==> src/rtl/mmio_router_pkg.sv <==
// Shared definitions for the data-side MMIO router.
//   - state_e         : 2-bit FSM encoding (IDLE, STROBE, WAIT, DONE)
//   - WAIT_W          : width of each per-slot wait field
//   - DEF_REGION_ID   : default region IDs for the vmem/timer/keyboard/loader map
//   - DEF_REGION_WAIT : default wait cycles for the same map
//   - slot_w()        : width of a slot index, at least one bit
package mmio_router_pkg;

    typedef enum logic [1:0] {
        StIdle   = 2'd0,
        StStrobe = 2'd1,
        StWait   = 2'd2,
        StDone   = 2'd3
    } state_e;

    localparam int unsigned WAIT_W = 4;

    // Slot 0 = text memory, 1 = timer, 2 = keyboard, 3 = loader RAM.
    localparam logic [15:0] DEF_REGION_ID   = {4'hf, 4'he, 4'hd, 4'hc};
    localparam logic [15:0] DEF_REGION_WAIT = {4'd1, 4'd0, 4'd0, 4'd2};

    function automatic int unsigned slot_w(input int unsigned n);
        return (n > 1) ? $clog2(n) : 1;
    endfunction

endpackage

==> src/rtl/mmio_decode.sv <==
// Combinational region decoder.
// Compares the address region field against every slot ID; the lowest-index
// matching slot wins.
//   sel  in  SEL_W  : address region field
//   hit  out 1      : some slot matched
//   slot out SLOT_W : index of the winning slot (0 when no hit)
module mmio_decode
    import mmio_router_pkg::*;
#(
    parameter int unsigned NUM_REGIONS = 4,
    parameter int unsigned SEL_W       = 4,
    parameter int unsigned SLOT_W      = 2,
    parameter logic [NUM_REGIONS*SEL_W-1:0] REGION_ID = DEF_REGION_ID
) (
    input  logic [SEL_W-1:0]  sel,
    output logic              hit,
    output logic [SLOT_W-1:0] slot
);

    // Walk from the top down so the lowest index is the last write and wins.
    always_comb begin
        hit  = 1'b0;
        slot = '0;
        for (int i = NUM_REGIONS - 1; i >= 0; i--) begin
            if (sel == REGION_ID[i*SEL_W +: SEL_W]) begin
                hit  = 1'b1;
                slot = SLOT_W'(i);
            end
        end
    end

endmodule

==> src/rtl/mmio_router.sv <==
// Data-side address router between the CPU memory stage and the memory system.
// Accesses are steered to the data cache (default region) or to one of
// NUM_REGIONS peripheral slots. A peripheral access is registered, issues a
// one-cycle strobe, waits the slot's fixed latency, captures read data and
// then releases mem_stall for exactly one cycle (DONE).
//   clk, rst          : clock, asynchronous active-low reset
//   dmem_read_in/write_in, dmem_addr, data_from_reg, dmem_byte_w_en : CPU request
//   dmem_data_out, mem_stall : CPU response
//   dc_read_out, dc_write_out, dc_data_in, cache_stall : data cache side
//   per_sel, per_stb, per_wen, per_addr, per_wdata, per_be, per_rdata : peripheral side
module mmio_router
    import mmio_router_pkg::*;
#(
    parameter int unsigned NUM_REGIONS = 4,
    parameter int unsigned ADDR_W      = 30,
    parameter int unsigned DATA_W      = 32,
    parameter int unsigned SEL_MSB     = 29,
    parameter int unsigned SEL_LSB     = 26,
    parameter logic [NUM_REGIONS*(SEL_MSB-SEL_LSB+1)-1:0] REGION_ID   = DEF_REGION_ID,
    parameter logic [NUM_REGIONS*WAIT_W-1:0]              REGION_WAIT = DEF_REGION_WAIT
) (
    input  logic                          clk,
    input  logic                          rst,
    // CPU side
    input  logic                          dmem_read_in,
    input  logic                          dmem_write_in,
    input  logic [ADDR_W-1:0]             dmem_addr,
    input  logic [DATA_W-1:0]             data_from_reg,
    input  logic [DATA_W/8-1:0]           dmem_byte_w_en,
    output logic [DATA_W-1:0]             dmem_data_out,
    output logic                          mem_stall,
    // Data cache side
    output logic                          dc_read_out,
    output logic                          dc_write_out,
    input  logic [DATA_W-1:0]             dc_data_in,
    input  logic                          cache_stall,
    // Peripheral side
    output logic [NUM_REGIONS-1:0]        per_sel,
    output logic                          per_stb,
    output logic                          per_wen,
    output logic [ADDR_W-1:0]             per_addr,
    output logic [DATA_W-1:0]             per_wdata,
    output logic [DATA_W/8-1:0]           per_be,
    input  logic [NUM_REGIONS*DATA_W-1:0] per_rdata
);

    localparam int unsigned SEL_W  = SEL_MSB - SEL_LSB + 1;
    localparam int unsigned SLOT_W = slot_w(NUM_REGIONS);
    localparam int unsigned BE_W   = DATA_W / 8;

    state_e              state_q, state_d;
    logic [WAIT_W-1:0]   cnt_q, cnt_d;
    logic [SLOT_W-1:0]   slot_q, slot_d;
    logic                wen_q, wen_d;
    logic [ADDR_W-1:0]   addr_q, addr_d;
    logic [DATA_W-1:0]   wdata_q, wdata_d;
    logic [BE_W-1:0]     be_q, be_d;
    logic [DATA_W-1:0]   rdata_q, rdata_d;

    logic                hit;
    logic [SLOT_W-1:0]   hit_slot;
    logic                req;
    logic                per_start;
    logic [WAIT_W-1:0]   wait_sel;
    logic [DATA_W-1:0]   rdata_sel;

    mmio_decode #(
        .NUM_REGIONS (NUM_REGIONS),
        .SEL_W       (SEL_W),
        .SLOT_W      (SLOT_W),
        .REGION_ID   (REGION_ID)
    ) u_decode (
        .sel  (dmem_addr[SEL_MSB:SEL_LSB]),
        .hit  (hit),
        .slot (hit_slot)
    );

    assign req       = dmem_read_in | dmem_write_in;
    assign per_start = req & hit;

    // Per-slot latency and read data, selected by the registered slot so that
    // CPU input changes mid-access have no effect.
    always_comb begin
        wait_sel  = '0;
        rdata_sel = '0;
        for (int i = 0; i < NUM_REGIONS; i++) begin
            if (slot_q == SLOT_W'(i)) begin
                wait_sel  = REGION_WAIT[i*WAIT_W +: WAIT_W];
                rdata_sel = per_rdata[i*DATA_W +: DATA_W];
            end
        end
    end

    // Next-state logic.
    always_comb begin
        state_d = state_q;
        cnt_d   = cnt_q;
        slot_d  = slot_q;
        wen_d   = wen_q;
        addr_d  = addr_q;
        wdata_d = wdata_q;
        be_d    = be_q;
        rdata_d = rdata_q;

        unique case (state_q)
            StIdle: begin
                if (per_start) begin
                    slot_d  = hit_slot;
                    // Read and write together is treated as a write.
                    wen_d   = dmem_write_in;
                    addr_d  = dmem_addr;
                    wdata_d = data_from_reg;
                    be_d    = dmem_byte_w_en;
                    state_d = StStrobe;
                end
            end
            StStrobe: begin
                cnt_d   = wait_sel;
                state_d = (wait_sel != '0) ? StWait : StDone;
            end
            StWait: begin
                cnt_d = cnt_q - WAIT_W'(1);
                if (cnt_q <= WAIT_W'(1)) begin
                    state_d = StDone;
                end
            end
            StDone: begin
                // Always pass through IDLE so a held request starts a fresh access.
                state_d = StIdle;
            end
            default: state_d = StIdle;
        endcase

        // Read data is sampled on the edge that enters DONE.
        if (state_d == StDone && state_q != StDone && !wen_q) begin
            rdata_d = rdata_sel;
        end
    end

    always_ff @(posedge clk or negedge rst) begin
        if (!rst) begin
            state_q <= StIdle;
            cnt_q   <= '0;
            slot_q  <= '0;
            wen_q   <= 1'b0;
            addr_q  <= '0;
            wdata_q <= '0;
            be_q    <= '0;
            rdata_q <= '0;
        end else begin
            state_q <= state_d;
            cnt_q   <= cnt_d;
            slot_q  <= slot_d;
            wen_q   <= wen_d;
            addr_q  <= addr_d;
            wdata_q <= wdata_d;
            be_q    <= be_d;
            rdata_q <= rdata_d;
        end
    end

    // Peripheral outputs are derived from state and registered copies only.
    assign per_stb   = (state_q == StStrobe);
    assign per_wen   = per_stb & wen_q;
    assign per_addr  = addr_q;
    assign per_wdata = wdata_q;
    assign per_be    = be_q;

    always_comb begin
        per_sel = '0;
        for (int i = 0; i < NUM_REGIONS; i++) begin
            per_sel[i] = per_stb && (slot_q == SLOT_W'(i));
        end
    end

    // CPU and cache outputs. Outside IDLE an access is always a peripheral one,
    // whatever the CPU address currently shows.
    always_comb begin
        dc_read_out   = 1'b0;
        dc_write_out  = 1'b0;
        mem_stall     = 1'b0;
        dmem_data_out = '0;
        if (state_q == StIdle && !per_start) begin
            dc_read_out   = dmem_read_in;
            dc_write_out  = dmem_write_in;
            mem_stall     = cache_stall;
            dmem_data_out = dc_data_in;
        end else begin
            mem_stall = (state_q != StDone);
            if (state_q == StDone && !wen_q) begin
                dmem_data_out = rdata_q;
            end
        end
    end

endmodule

==> config.mk <==
export PLATFORM = sky130hd
export DESIGN_NAME = mmio_router
export DESIGN_NICKNAME = d
export VERILOG_FILES = /design/src/rtl/mmio_router_pkg.sv /design/src/rtl/mmio_decode.sv /design/src/rtl/mmio_router.sv
export SDC_FILE = /design/constraint.sdc
export NUM_CORES = 1
export LEC_CHECK = 0
export CAP_MARGIN = 20
export CORE_MARGIN = 5
export CORE_UTILIZATION = 35
export DETAILED_ROUTE_END_ITERATION = 12
export PLACE_DENSITY_LB_ADDON = 0.05
export SKIP_LAST_GASP = 1
export SLEW_MARGIN = 20
export SYNTH_ARGS = -nofsm -noshare
export SYNTH_HDL_FRONTEND = slang
export SYNTH_HIERARCHICAL = 1
export SYNTH_SLANG_ARGS = --single-unit
==> constraint.sdc <==
create_clock -name clk -period 2 [get_ports clk]
set_input_delay 0.4 -clock clk [delete_from_list [all_inputs] [get_ports clk]]
set_output_delay 0.4 -clock clk [all_outputs]
set_load 0.05 [all_outputs]
==> results.cfg <==
[sta]
final.setup.tns_ps = -13700
skew_ps = 5.89
slew_headroom = 0.632
hold_viol_final = 0
fmax_ghz = 0.431
period_needed_ps = 2320
fin_crit_sh = 1.16
slew_viol_final = 0
finalWorstSetupSlack_ps = -322
setup_violations = 67
rsz0062_at_grt = true
tightest_slew_ps = 551

[floorplanning]
core_area_sq_um = 16400
io_pins = 338
rows = 47
die_h_microns = 139
start_util = 0.353
fp.dieW_microns = 139
dieArea_sq_um = 19200

[synthesis]
synthCells = 539
synth.area.top_cells = dfrtp_1 46%, mux2_2 14%, mux2_4 7.8%, nand2_1 6.6%, a221oi_1 4.8%
yosys-top-cells-count = 107 x dfrtp_1, 102 x nand2_1, 70 x mux2_2
synth_warnings = 6
synth_top_cell_by_area = dfrtp_1
ys_ff_latch = 107
async_reset_ff_frac = 1.00
seq_area_frac_synth = 0.462
synthesis.area_sq_um = 5790
synth_top_area_frac = 0.462
synth.most_common_cell = dfrtp_1
syn-num-nets = 781
ys.flop_type = dfrtp_1
synth_edf_count = 0
synth_cell_type_count = 27
avgSynthCellArea_sq_um = 10.7

[route]
dr_wl_met3_microns = 2030
drc = 0
topRoutingLayerUsed = met4
routed_wl_microns = 23300
wl_per_cell_microns = 20.2
drtIter0Drc = 201
vias = 5831
m1WireLength_microns = 8550
met2_wirelength_microns = 12000
dr.pass1.iters = 4
avgViaCountPerCell = 5.04
ant_nets = 0

[clock_network]
h-tree-depth = 3
numCtsBuffers = 9
clock_latency_ps = 350
root_buffer = clkbuf_16
clockBufferDepth = 2
cts_tree = yes
clk_pin_slew_worst_paths_ps = 80
clkSinkCount = 107

[placement]
place.gp.congestion = 0.862
dp.cells = 1108
hpwl_microns = 17300
dp_slack_ps = -397
port_buffers = 337

[global_route]
grt_usage = 0.239
overflow = 0
grt_pass1_wl_microns = 36500
antenna_found_initial = 0
grt_pass1_vias = 6552
grt_start_max_net_pins = 42

[layout]
seqCellArea_sq_um = 2680
fillers = 1181
multi_input_area_sq_um = 3530
stdcell_count = 1156
diodes = 0
areaGrowthSynthToFinish_pct = 101
drive_gt1_frac = 0.361
nets = 1173

[critical_path]
startpoint_type = flop
end_kind = primary output
cp.arrival_ps = 1920
worstSetupPathType = flop to primary output
cp.required_ps = 1600
cpMostUsedCell = buf_12
path_cells = buf_6, ha_4, nor2b_4, buf_12, buf_16, nand2_1, o21ai_4, buf_12
worstPathMaxFanout = 8
cp_slowest_cell = dfrtp_2
slowest_delay_ps = 420

[power_and_ir_drop]
ir_drop_uv = 1210
leakage_nw = 4.83
power_density_nw_per_um2 = 1780

[run_status]
violations = negative setup slack
status = finished, violations left

[worst_hold_path]
hp-class = input port to asynchronous set/reset pin

[flow_run]
cap_violations = 0
==> worst max-delay path: cells and delay by family (launching register included) <==
family                     cells  cell delay, ps
buffers and inverters          4             550
adders and majority gates      1             120
and+or+nand+nor                2             290
AOI/OAI and AO/OA              1             160
DFF                            1             420
==> through the flow <==
stage | hold slack [ps] | power, mW | instance area (sq um) | utilization
6_report | 510 | 20.8 | 11700 | 0.711
5_1_grt | 520 | 21.7 | 11700 | 0.711
4_1_cts | 510 | 20.6 | 11500 | 0.704
3_5_place_dp | 360 | 17.2 | 10500 | 0.642
3_3_place_gp | 364 | 17.0 | 10500 | 0.642
2_1_floorplan | 104 | 11.9 | 6140 | -
==> placed cells by master, fill, tap and decap left out, types with 3 or more instances in the layout <==
cell type	instances
buf_12	57
buf_8	3
clkbuf_16	10
dfrtp_1	106
ha_1	4
inv_8	4
clkdlybuf4s50_1	279
nor2_1	5
nand2_2	11
nor2b_1	31
o21ai_4	33
and2_4	7
a221oi_1	31
nand2_1	75
nand2_4	16
buf_6	9
dlygate4sd2_1	4
a21oi_1	4
nor2b_4	3
o21ai_0	6
buf_4	61
inv_1	8
mux2_4	31
mux2_2	70
o31ai_1	31
ha_4	7
buf_16	6
==> power by group <==
part | switching (mW) | internal (mW) | total, mW | leakage [nW]
sequential | 0.649 | 3.28 | 3.92 | 1.28
combinational | 7.93 | 7.12 | 15.1 | 3.41
clock | 0.902 | 0.894 | 1.80 | 0.146
==> metal layers <==
layer / vias up / GRT usage
met3: 49 / 0.0838
li1: 2701 / -
met2: 269 / 0.432
met1: 2812 / 0.257
met5: - / 0
met4: 0 / 0.0875
==> cells by family after synthesis <==
kind of cell    share of synthesized area
flops                               0.462
simple gates                        0.125
compound gates                      0.132
mux                                 0.216
fa+ha+maj                          0.0238
buf+inv                            0.0410
==> timing repair <==
item                                    in CTS  in global routing
resized for setup                           86                 18
endpoints found under the setup margin      70                 74
gates cloned                                 8                  1
buffers inserted                            17                  7
hold endpoints to repair                    28                  0
hold buffers                                 1                  0
pin swaps                                   28                 12
==> state kept, by name, summed over array words and instances, names as in the netlist <==
signal,count
cnt_q,4
per_addr,30
per_be,4
per_wdata,32
rdata_q,32
slot_q,2
state_q,2
wen_q,1
==> final timing paths <==
kind                               from                 to  slack [ps]  cells past startpoint
setup / recovery             state_q[0]  dmem_data_out[19]        -320                      8
hold / removal                      rst        per_addr[6]         510                      2
setup reg to reg             state_q[0]         rdata_q[0]        -160                      9
hold reg to reg            per_addr[17]       per_addr[17]         510                      1
max in group asynchronous           rst      per_wdata[27]         920                      3
min in group clk           per_addr[17]       per_addr[17]         510                      1
==> area by class of cell <==
cell class,count,area share
clock buffers,9,0.0193
clock inverters,7,0.00665
inverters,10,0.00343
multi-input cells,379,0.303
flip-flops and latches,107,0.230
well taps,220,0.0236
repair buffers,424,0.414
No activity file was read; power rests on OpenSTA's default activity.
